**src/rtl/vector_player.sv**
```systemverilog
// vector_player: on-chip stimulus/check engine for a combinational or
// single-cycle DUT. Vectors are loaded into a small memory and then replayed.
// Each vector takes two cycles. The APPLY cycle drives the inputs. The CHECK
// cycle samples dut_out against the stored expected field. Mismatches and
// completed vectors are counted.
//
// Ports:
//   clock, reset            single clock, async active-high reset
//   load_en/addr/data       write one {inputs, expected} entry (ignored while busy)
//   start                   begin a run (honoured in IDLE or DONE only)
//   dut_in  -> DUT          registered stimulus
//   dut_out <- DUT          response, sampled in CHECK
//   busy, done, err_pulse   status (registered)
//   vectornum, errors       counters for the current/last run
module vector_player #(
  parameter int IN_W   = 3,
  parameter int OUT_W  = 1,
  parameter int DEPTH  = 16,
  parameter int ADDR_W = 4,
  parameter int CNT_W  = 16
) (
  input  logic                    clock,
  input  logic                    reset,
  input  logic                    load_en,
  input  logic [ADDR_W-1:0]       load_addr,
  input  logic [IN_W+OUT_W-1:0]   load_data,
  input  logic                    start,
  output logic [IN_W-1:0]         dut_in,
  input  logic [OUT_W-1:0]        dut_out,
  output logic                    busy,
  output logic                    done,
  output logic                    err_pulse,
  output logic [CNT_W-1:0]        vectornum,
  output logic [CNT_W-1:0]        errors
);

  typedef enum logic [1:0] {S_IDLE, S_APPLY, S_CHECK, S_DONE} state_t;

  state_t                  r_state;
  logic [IN_W+OUT_W-1:0]   r_mem [DEPTH];
  logic [DEPTH-1:0]        r_valid;
  logic [ADDR_W-1:0]       r_idx;
  logic [OUT_W-1:0]        r_exp;
  logic [IN_W-1:0]         r_dut_in;
  logic                    r_busy, r_done, r_err_pulse;
  logic [CNT_W-1:0]        r_vectornum, r_errors;

  logic                    w_we;
  logic [IN_W+OUT_W-1:0]   w_rd;
  logic [ADDR_W-1:0]       w_nidx;
  logic                    w_last;
  logic                    w_mis;

  // Writes are blocked for the whole run so the set under test cannot change
  // underneath the replay.
  assign w_we   = load_en && !r_busy;
  assign w_rd   = r_mem[r_idx];
  assign w_nidx = r_idx + 1'b1;
  // The explicit end-of-memory test keeps w_nidx from wrapping back to entry 0.
  assign w_last = (r_idx == ADDR_W'(DEPTH-1)) || !r_valid[w_nidx];
  assign w_mis  = (dut_out != r_exp);

  // Vector data has no reset; the valid bits alone define the set.
  always_ff @(posedge clock) begin
    if (w_we) r_mem[load_addr] <= load_data;
  end

  always_ff @(posedge clock or posedge reset) begin
    if (reset) begin
      r_state     <= S_IDLE;
      r_valid     <= '0;
      r_idx       <= '0;
      r_exp       <= '0;
      r_dut_in    <= '0;
      r_busy      <= 1'b0;
      r_done      <= 1'b0;
      r_err_pulse <= 1'b0;
      r_vectornum <= '0;
      r_errors    <= '0;
    end else begin
      r_err_pulse <= 1'b0;
      if (w_we) r_valid[load_addr] <= 1'b1;
      case (r_state)
        S_IDLE, S_DONE: begin
          // r_valid[0] is the pre-write value, so a same-cycle load is not
          // visible to this start.
          if (start) begin
            r_vectornum <= '0;
            r_errors    <= '0;
            r_idx       <= '0;
            if (r_valid[0]) begin
              r_state <= S_APPLY;
              r_busy  <= 1'b1;
              r_done  <= 1'b0;
            end else begin
              r_state <= S_DONE;
              r_busy  <= 1'b0;
              r_done  <= 1'b1;
            end
          end
        end
        S_APPLY: begin
          r_dut_in <= w_rd[IN_W+OUT_W-1:OUT_W];
          r_exp    <= w_rd[OUT_W-1:0];
          r_state  <= S_CHECK;
        end
        S_CHECK: begin
          if (w_mis) begin
            r_err_pulse <= 1'b1;
            if (r_errors != {CNT_W{1'b1}}) r_errors <= r_errors + 1'b1;
          end
          r_vectornum <= r_vectornum + 1'b1;
          r_idx       <= w_nidx;
          if (w_last) begin
            r_state <= S_DONE;
            r_busy  <= 1'b0;
            r_done  <= 1'b1;
          end else begin
            r_state <= S_APPLY;
          end
        end
        default: begin
          r_state <= S_IDLE;
          r_busy  <= 1'b0;
          r_done  <= 1'b0;
        end
      endcase
    end
  end

  assign dut_in    = r_dut_in;
  assign busy      = r_busy;
  assign done      = r_done;
  assign err_pulse = r_err_pulse;
  assign vectornum = r_vectornum;
  assign errors    = r_errors;

endmodule

```
**config.mk**
```make
export PLATFORM = sky130hd
export DESIGN_NAME = vector_player
export DESIGN_NICKNAME = d
export VERILOG_FILES = /design/src/rtl/vector_player.sv
export SDC_FILE = /design/constraint.sdc
export NUM_CORES = 1
export LEC_CHECK = 0
export ABC_CLOCK_PERIOD_IN_PS = 2800
export BUFFER_PORTS_ARGS = -buffer_cell sky130_fd_sc_hd__buf_2
export CAP_MARGIN = 10
export CORE_AREA = 4 4 103 105
export CTS_CLUSTER_SIZE = 16
export DETAILED_ROUTE_END_ITERATION = 8
export DIE_AREA = 0 0 107 109
export HOLD_SLACK_MARGIN = 0.08
export PLACE_DENSITY = 0.78
export SLEW_MARGIN = 20
export SYNTH_ARGS = -nofsm -noshare
export SYNTH_HDL_FRONTEND = slang
export SYNTH_SLANG_ARGS = --single-unit
export TNS_END_PERCENT = 100
```
**constraint.sdc**
```tcl
create_clock -name clock -period 2.8 [get_ports clock]
set_clock_uncertainty 0.1 [all_clocks]
set_input_delay 0 -clock clock [delete_from_list [all_inputs] [get_ports clock]]
set_output_delay 0 -clock clock [all_outputs]
set_load 0.02 [all_outputs]
```
* Word-level counts from Yosys, hierarchy flattened *
Memories as Yosys holds them, arrays and structs flattened. A register that Yosys moved wholly into a read port is not among the register bits.
Index checks and enable logic that the tools add are counted.

operators by class
  $add $sub $neg = 3
  order comparisons = 3
  bitwise operators = 1
  reductions and logical operators = 11
  multiplexer cells = 27
  eq/ne operators = 10
  div/mod/pow operators = 0
  shift operators = 0
  multipliers = 0

operators with widths
  kind                                                                   number
  16-bit one-hot mux with 2 select lines                                 2
  16-bit 2-to-1 mux                                                      3
  16-bit by 1-bit adder with 16-bit output, second input constant        2
  16-bit != test, second input constant                                  1
  16-bit OR                                                              1
  1-bit 2-to-1 mux                                                       12
  4-bit by 5-bit < comparator with 1-bit output, second input constant   2
  2-bit != test, second input constant                                   4
  4-bit one-hot mux with 2 select lines                                  1
  2-bit 2-to-1 mux                                                       3
  2-bit one-hot mux with 3 select lines                                  1
  4-bit by 1-bit adder with 4-bit output, second input constant          1
  1-bit binary-select mux with 4-bit select                              1
  1-bit demux with 4-bit select                                          1
  2-bit equality test, second input constant                             2
  4-bit equality test, second input constant                             1
  4-bit by 1-bit >= comparator with 1-bit output, second input constant  1
  4-bit 2-to-1 mux                                                       1
  1-bit one-hot mux with 2 select lines                                  2
  4-bit AND reduction                                                    1
  3-bit AND reduction                                                    1
  2-bit by 1-bit equality test with 1-bit output, second input constant  1
  1-bit logical AND                                                      2
  1-bit logical NOT                                                      2
  other kinds (6)                                                        6

storage, ports and cells
  input bits = 13
  word-level logic and storage cells = 64
  bits in latches = 0
  RAM bits = 64
  bits in registers = 57
  memories kept = 1
  ROM bits = 0

memories
  name   depth  bits a word  read ports  clocked after memory_dff  wr ports  RTL line  source
  r_mem  16     4            1           1                         1         40        logic [IN_W+OUT_W-1:0] r_mem [DEPTH];

* Logic depth before layout (Yosys ltp) *
Gate-level depths: netlist (run 1).

  word-level depth = 7
  mapped depth = 8
  depth with buffers taken out = 7

* Worst setup path before layout (run 1) *
Ideal clock, no wire load.

  kind = register to register
  from = register r_idx[1]
  to = register r_dut_in[0] (netlist: dut_in[0])
  path slack = 0.666 ns
  library setup time = 0.125 ns
  clock period less this slack = 2.134 ns
  stages on the path, launching flop included = 6
  data arrival time = 1.910 ns
  path through = dfrtp_1 clkbuf_2 buf_1 mux4_2 mux4_2 mux2_2

RTL lines
  what                    RTL line  source
  from (decl)             42        logic [ADDR_W-1:0] r_idx;
  from (signal assigned)  113       r_idx <= w_nidx;
  to (signal assigned)    103       r_dut_in <= w_rd[IN_W+OUT_W-1:OUT_W];
  to (decl)               44        logic [IN_W-1:0] r_dut_in;

* Worst setup path after layout (run 1) *
  from = register r_state[0]
  to = register r_errors[0] (netlist: errors[0])

between the ends
  cells in the longest elaborated chain, start to end = 4

RTL lines
  what                                                                  RTL line  source
  from (decl)                                                           39        state_t r_state;
  from (signal assigned)                                                70        r_state <= S_IDLE;
  from (signal assigned)                                                92        r_state <= S_APPLY;
  from (signal assigned)                                                96        r_state <= S_DONE;
  2-bit equality test / 2-bit logical NOT (equally long branches)       83        case (r_state)
  2-bit OR reduction                                                    83
  2-bit != test (no line) / 2-bit nonzero test (equally long branches)  n/a
  4-bit AND reduction (no line)                                         n/a
  to (signal assigned)                                                  110       if (r_errors != {CNT_W{1'b1}}) r_errors <= r_errors + 1'b1;
  to (decl)                                                             46        logic [CNT_W-1:0] r_vectornum, r_errors;

Several ways; a longest one is shown, not always the timed one.
A chain may end at the register's enable or synchronous reset.

==> qor.log, run 1 <==
qor: logic_synthesis.synth.lib_cells_used.distinct 47
qor: layout.combined_area_of_the_multi_input_logic_cells 2101 um2
qor: timing.timing.final.crit_share 86.67%
qor: timing.fin_ws 373.1 ps
qor: timing.report.final.slew_viol_count 0
qor: logic_synthesis.synth_enable_flop_cells 64
qor: layout.fill_cells 657
qor: layout.most_common_cell_after_layout_fill_and_taps_aside sky130_fd_sc_hd__edfxtp_1
qor: timing.relSlewSlack 42.78%
qor: global_route.grt_start_max_net_pins 45
qor: logic_synthesis.synth-warning-count 0
qor: setup_path.required 3130 ps
qor: power.max-vdd-ir-drop 0.6251 mV
qor: cts.cts.clk_slew.worst_paths 60 ps
qor: route.drtAntennaViolNets 0
qor: cts.worst_skew_pair_later_pin_latency 520 ps
qor: logic_synthesis.async_s_r_ff_share_synth 48.80%
qor: timing.setup_tns 0 ps
qor: power.power.share.clock 35.7%
qor: route.dr.first_iter.drc_count 245
qor: setup_path.setup.reg_to_reg.worst_slack 370 ps
qor: route.detail_route.wl_per_cell 19.12 um
qor: run.cap_violations 0
qor: global_route.global_route.usage.total 23.38%
qor: layout.post_layout_nonfiller_instances 651
qor: die.starting_density_of_the_core 58.68%
qor: die.die_area 11660 um2
qor: die.num_rows 36
qor: worst_hold_path.min_path_cells 2
qor: layout.most-common-layout-cells sky130_fd_sc_hd__edfxtp_1 (64), sky130_fd_sc_hd__dfrtp_1 (61), sky130_fd_sc_hd__buf_2 (50)
qor: cts.cts_root_buffer sky130_fd_sc_hd__clkbuf_8
qor: setup_path.cp_cell_sequence inv_1, ha_1, nand2b_1, o21ai_1, nor3_1, nand2_1, o22ai_1
qor: route.via_per_inst 5.811
qor: timing.max_slew.worst_pin.slew 851.7 ps
qor: setup_path.r2r_end errors[0]
qor: route.detailed_routing_iteration_count_for_the_pre_antenna_repair_pass 5
qor: layout.antenna-diode-count 0
qor: setup_path.crit_type reg2reg
qor: placement.place_inst 604
qor: route.post_route_wl 12450 um
qor: logic_synthesis.ys.flop_type sky130_fd_sc_hd__edfxtp_1
qor: setup_path.cp_num_buf_inv 1
qor: worst_hold_path.min_to r_mem[9][0]
qor: logic_synthesis.syn_area_per_cell 13.34 um2
qor: cts.clockBufferDepth 2
qor: power.leakage 2.624 nW
qor: timing.fmaxAchievable 0.4121 GHz
qor: die.die-height 109 um
qor: global_route.first_global_vias 3814
qor: route.drc 0
qor: timing.hold_viol_final 0
qor: layout.nets 524
qor: layout.fin_util 70.72%
qor: logic_synthesis.fraction_of_the_yosys_area_taken_by_sequential_cells 60.96%
qor: worst_hold_path.hold_path_startpoint load_data[0]
qor: setup_path.r2r-start r_state[0]
qor: logic_synthesis.postSynthRegisterBits 125
qor: logic_synthesis.mappedNetlistNets 443
qor: global_route.grt_overflow 0
qor: cts.cts_htree_levels 4
qor: logic_synthesis.syn_area 5657 um2
qor: global_route.number_of_antenna_violations_at_the_first_check_in_global_routing 0
qor: power.power.net_switching 1.846 mW
qor: route.detailroute.via_count 3783
qor: cts.clock_sink_count 125
qor: die.die_x 107 um
qor: setup_path.rr_worst_depth 7
qor: setup_path.cp_max_fo 13
qor: placement.portBuffers 50
qor: outcome.outcome finished, final reports clean
qor: placement.hpwl 8269 um
qor: timing.grt_setup_unrepaired false
qor: setup_path.worst_path_slowest_cell sky130_fd_sc_hd__nor3_1
qor: global_route.grt_pass1_wl 20390 um
qor: layout.final-seq-area 3448 um2
qor: die.fp.coreArea 9639 um2
qor: logic_synthesis.count_of_mapped_cells_out_of_synthesis 424
qor: power.power.switching_fraction 31.04%
qor: power.pwr-share-seq 38.5%
qor: timing.finish_stage_setup_viols 0
qor: timing.final.min_clock_period 2427 ps
qor: cts.cts_made_buffers 17
qor: setup_path.critical_path.startpoint_type register
qor: cts.post_cts_buffers 0
qor: worst_hold_path.timing.hold.worst.class in2reg
qor: layout.drive_gt1_share 28.57%
qor: setup_path.worst-endpoint-arrival 2750 ps
qor: cts.post_cts.resized_instances 0
qor: power.cell_internal_pwr 4.101 mW
qor: power.power_per_cell_area 872.3 nW/um2
qor: setup_path.critPathTopFamily simple AND/OR/NAND/NOR gates
qor: setup_path.critical_path.max_stage_delay 460 ps
qor: power.share_comb_of_total_power 25.8%
qor: placement.place_congestion 0.7978
qor: placement.place_ws 413.1 ps
qor: cts.tritoncts yes
qor: timing.finalHoldWorstSlack 308.3 ps
qor: layout.flow.area_growth_from_synthesis 20.50%
qor: cts.cts.hold.buffers_added 15
qor: setup_path.cp-end-kind register
qor: die.io_pins 51
==> how the worst max path moves through the flow <==
stage	from	endpoint	slack, ps	depth (start not counted)
after floorplan	r_idx[1]	dut_in[0]	670	5
after global placement	r_state[0]	vectornum[15]	480	7
after detailed placement	r_state[0]	vectornum[15]	410	7
after CTS	r_state[0]	vectornum[15]	390	7
after global routing	r_state[0]	vectornum[15]	180	7
final	r_state[0]	errors[0]	370	7
==> synth_stat cells (5+ instances only) <==
library cell,n,area share [%]
sky130_fd_sc_hd__edfxtp_1,64,34
sky130_fd_sc_hd__dfrtp_1,61,27
sky130_fd_sc_hd__nor2_1,42,2.8
sky130_fd_sc_hd__nand2_1,24,1.6
sky130_fd_sc_hd__mux4_2,22,8.8
sky130_fd_sc_hd__xnor2_1,21,3.3
sky130_fd_sc_hd__nor3_1,18,1.6
sky130_fd_sc_hd__or2_2,18,2.0
sky130_fd_sc_hd__mux2_2,14,2.8
sky130_fd_sc_hd__nand3_1,13,1.2
sky130_fd_sc_hd__inv_1,11,0.73
sky130_fd_sc_hd__o21ai_0,11,0.97
sky130_fd_sc_hd__a21oi_1,9,0.80
sky130_fd_sc_hd__mux2i_1,8,1.4
sky130_fd_sc_hd__clkbuf_1,6,0.40
sky130_fd_sc_hd__ha_1,6,1.3
sky130_fd_sc_hd__nand2b_1,6,0.66
sky130_fd_sc_hd__nand4_1,6,0.66
sky130_fd_sc_hd__nor4_1,6,0.66
sky130_fd_sc_hd__or3_1,6,0.66
sky130_fd_sc_hd__nor2b_1,5,0.55
==> power by group through the flow <==
stage / logic [mW] / clock network (mW) / registers (mW)
2_1_floorplan: 1.09 / 0 / 2.34
3_3_place_gp: 1.46 / 0 / 2.31
3_5_place_dp: 1.51 / 0 / 2.32
4_1_cts: 1.55 / 2.15 / 2.29
5_1_grt: 1.68 / 2.25 / 2.32
6_report: 1.54 / 2.12 / 2.29
==> layer usage <==
layer / up-vias / GRT usage [%] / part of all wire, % / wire [um]
met5: - / 0 / 0 / 0
met2: 113 / 39.30 / 53 / 6566
met3: 14 / 4.796 / 4.7 / 584
met4: 0 / 9.772 / 1.3 / 161
li1: 1744 / - / - / -
met1: 1912 / 29.93 / 41 / 5135
==> state kept, by name (all words and copies together) (netlist names) <==
register	cells
errors	16
r_exp	1
dut_in	3
busy	1
r_state	2
err_pulse	1
r_valid	16
done	1
r_idx	4
vectornum	16
r_mem	64
==> cell type report <==
| type | count | area share, % |
|---|---|---|
| flip-flops and latches | 125 | 50.59 |
| multi-input cells | 274 | 30.82 |
| repair buffers | 76 | 7.085 |
| clock buffers | 17 | 6.076 |
| well taps | 133 | 2.441 |
| clock inverters | 15 | 2.386 |
| inverters | 11 | 0.6057 |
==> per-stage QoR <==
| stage | cell area (um2) | power (mW) |
|---|---|---|
| detailed placement | 6090 | 3.831 |
| global route | 6817 | 6.245 |
| global placement | 6090 | 3.768 |
| finish | 6817 | 5.946 |
| CTS | 6817 | 5.983 |
| floorplan | 5657 | 3.425 |
==> cell families (layout without fill, tap and decap cells) <==
kind of cell	after synthesis	in the layout	share of synthesized area (%)
xor+xnor	25	25	3.871
compound gates	39	39	4.357
fa+ha+maj	6	6	1.327
buf+inv	25	119	1.902
mux	44	44	12.96
simple gates	160	160	14.62
flops	125	125	60.96
==> worst register-to-register path, stage by stage (launching register included) <==
cell	delay (ps)
sky130_fd_sc_hd__dfrtp_1	410
sky130_fd_sc_hd__inv_1	60
sky130_fd_sc_hd__ha_1	450
sky130_fd_sc_hd__nand2b_1	300
sky130_fd_sc_hd__o21ai_1	290
sky130_fd_sc_hd__nor3_1	460
sky130_fd_sc_hd__nand2_1	100
sky130_fd_sc_hd__o22ai_1	170
Power figures use the tool's default switching activity.
==> run 2: changes to the inputs <==
--- a/config.mk
+++ b/config.mk
@@ -13,6 +13,7 @@
 export DETAILED_ROUTE_END_ITERATION = 8
 export DIE_AREA = 0 0 107 109
 export HOLD_SLACK_MARGIN = 0.08
+export MAX_ROUTING_LAYER = met4
 export PLACE_DENSITY = 0.78
 export SLEW_MARGIN = 20
 export SYNTH_ARGS = -nofsm -noshare
==> run 2 against run 1 <==
Hold slack got worse by 1.5 ps; wire length about the same; core utilization stayed put; count of clock-buffer cells in the layout did not move; critical endpoint unchanged.
==> qor.log, run 2 (synthesized netlist as in run 1, its figures left out) <==
qor: outcome.outcome finished, final reports clean
qor: layout.drive_gt1_share 28.57%
qor: route.dr.first_iter.drc_count 290
qor: cts.worst_skew_pair_later_pin_latency 520 ps
qor: timing.hold_viol_final 0
qor: worst_hold_path.timing.hold.worst.class in2reg
qor: die.starting_density_of_the_core 58.68%
qor: layout.combined_area_of_the_multi_input_logic_cells 2101 um2
qor: route.detailroute.via_count 3788
qor: layout.fill_cells 657
qor: run.cap_violations 0
qor: placement.portBuffers 50
qor: timing.report.final.slew_viol_count 0
qor: setup_path.cp_max_fo 13
qor: die.num_rows 36
qor: cts.clockBufferDepth 2
qor: layout.most-common-layout-cells sky130_fd_sc_hd__edfxtp_1 (64), sky130_fd_sc_hd__dfrtp_1 (61), sky130_fd_sc_hd__buf_2 (50)
qor: route.via_per_inst 5.819
qor: timing.grt_setup_unrepaired false
qor: global_route.grt_start_max_net_pins 45
qor: route.post_route_wl 12450 um
qor: setup_path.cp-end-kind register
qor: route.drtAntennaViolNets 0
qor: timing.fmaxAchievable 0.4148 GHz
qor: placement.place_congestion 0.8092
qor: timing.timing.final.crit_share 86.10%
qor: timing.max_slew.worst_pin.slew 867.9 ps
qor: setup_path.critical_path.startpoint_type register
qor: layout.registers.top_by_ff_count r_mem
qor: cts.post_cts.resized_instances 0
qor: timing.final.min_clock_period 2411 ps
qor: cts.cts_root_buffer sky130_fd_sc_hd__clkbuf_8
qor: layout.most_common_cell_after_layout_fill_and_taps_aside sky130_fd_sc_hd__edfxtp_1
qor: global_route.grt_overflow 0
qor: route.drc 0
qor: timing.finish_stage_setup_viols 0
qor: power.max-vdd-ir-drop 0.6267 mV
qor: timing.finalHoldWorstSlack 306.8 ps
qor: die.fp.coreArea 9639 um2
qor: setup_path.worst-endpoint-arrival 2740 ps
qor: global_route.number_of_antenna_violations_at_the_first_check_in_global_routing 0
qor: route.detail_route.wl_per_cell 19.12 um
qor: route.detailed_routing_iteration_count_for_the_pre_antenna_repair_pass 4
qor: layout.final-seq-area 3448 um2
qor: layout.nets 524
qor: timing.setup_tns 0 ps
qor: cts.cts.clk_slew.worst_paths 60 ps
qor: setup_path.required 3130 ps
qor: cts.clock_sink_count 125
qor: layout.flow.area_growth_from_synthesis 20.50%
qor: power.power_per_cell_area 872.3 nW/um2
qor: global_route.global_route.usage.total 24.04%
qor: cts.post_cts_buffers 0
qor: setup_path.crit_type reg2reg
qor: die.die_area 11660 um2
qor: die.die_x 107 um
qor: layout.largest_register_ffs 64
qor: cts.tritoncts yes
qor: die.io_pins 51
qor: global_route.first_global_vias 3793
qor: layout.antenna-diode-count 0
qor: die.die-height 109 um
qor: power.leakage 2.624 nW
qor: cts.cts_made_buffers 17
qor: global_route.grt_pass1_wl 20360 um
qor: timing.relSlewSlack 41.69%
qor: cts.cts_htree_levels 4
qor: placement.hpwl 8269 um
-- run 2: critical path, cell delays in order (launching register included) --
cell and delay, ps:
sky130_fd_sc_hd__dfrtp_1 410, sky130_fd_sc_hd__inv_1 60, sky130_fd_sc_hd__ha_1 440, sky130_fd_sc_hd__nand2b_1 290, sky130_fd_sc_hd__o21ai_1 280, sky130_fd_sc_hd__nor3_1 450
sky130_fd_sc_hd__nand2_1 100, sky130_fd_sc_hd__o22ai_1 170
-- run 2: final timing paths --
path / startpoint / cells after the start / endpoint / slack (ps)
min: load_data[0] / 2 / r_mem[9][0] / 310
min reg2reg: r_valid[8] / 1 / r_valid[8] / 390
max reg2reg: r_state[0] / 7 / errors[0] / 390
max: r_state[0] / 7 / errors[0] / 390
min in group asynchronous: reset / 4 / vectornum[7] / 470
max in group asynchronous: reset / 5 / errors[14] / 1220
-- run 2: repair_timing --
action	CTS	global route
hold buffers	15	0
endpoints found under the setup margin	0	0
endpoints found under the hold margin	229	0
-- run 2: area by class of cell --
| cell class | count | area share, % |
|---|---|---|
| Clock inverter | 15 | 2.386 |
| Tap cell | 133 | 2.441 |
| Multi-Input combinational cell | 274 | 30.82 |
| Timing Repair Buffer | 76 | 7.085 |
| Inverter | 11 | 0.6057 |
| Clock buffer | 17 | 6.076 |
| Sequential cell | 125 | 50.59 |
-- run 2: power by group --
group          total (mW)  switching (mW)  internal [mW]  leakage (nW)
Sequential           2.29           0.163           2.13          1.35
Clock                2.12           0.844           1.28         0.271
Combinational        1.54           0.838          0.697          1.00
-- run 2: through the flow --
stage | instance area, um2 | cells | total power, mW | setup slack (ps) | utilization (%)
after floorplan | 5657 | 424 | 3.425 | 665.6 | -
after global placement | 6090 | 604 | 3.768 | 481.0 | 63.18
after detailed placement | 6090 | 604 | 3.831 | 413.1 | 63.18
after CTS | 6817 | 651 | 5.983 | 393.3 | 70.72
after global routing | 6817 | 651 | 6.243 | 175.0 | 70.72
final | 6817 | 651 | 5.946 | 389.1 | 70.72
-- run 2: layer usage --
layer,part of all wire [%],vias to the layer above,track usage (%),routed length [um]
met5,0,-,-,0
met4,1.4,0,9.498,170
met3,5.5,18,4.796,684
met2,52,129,39.30,6527
met1,41,1897,29.93,5062
li1,-,1744,-,-
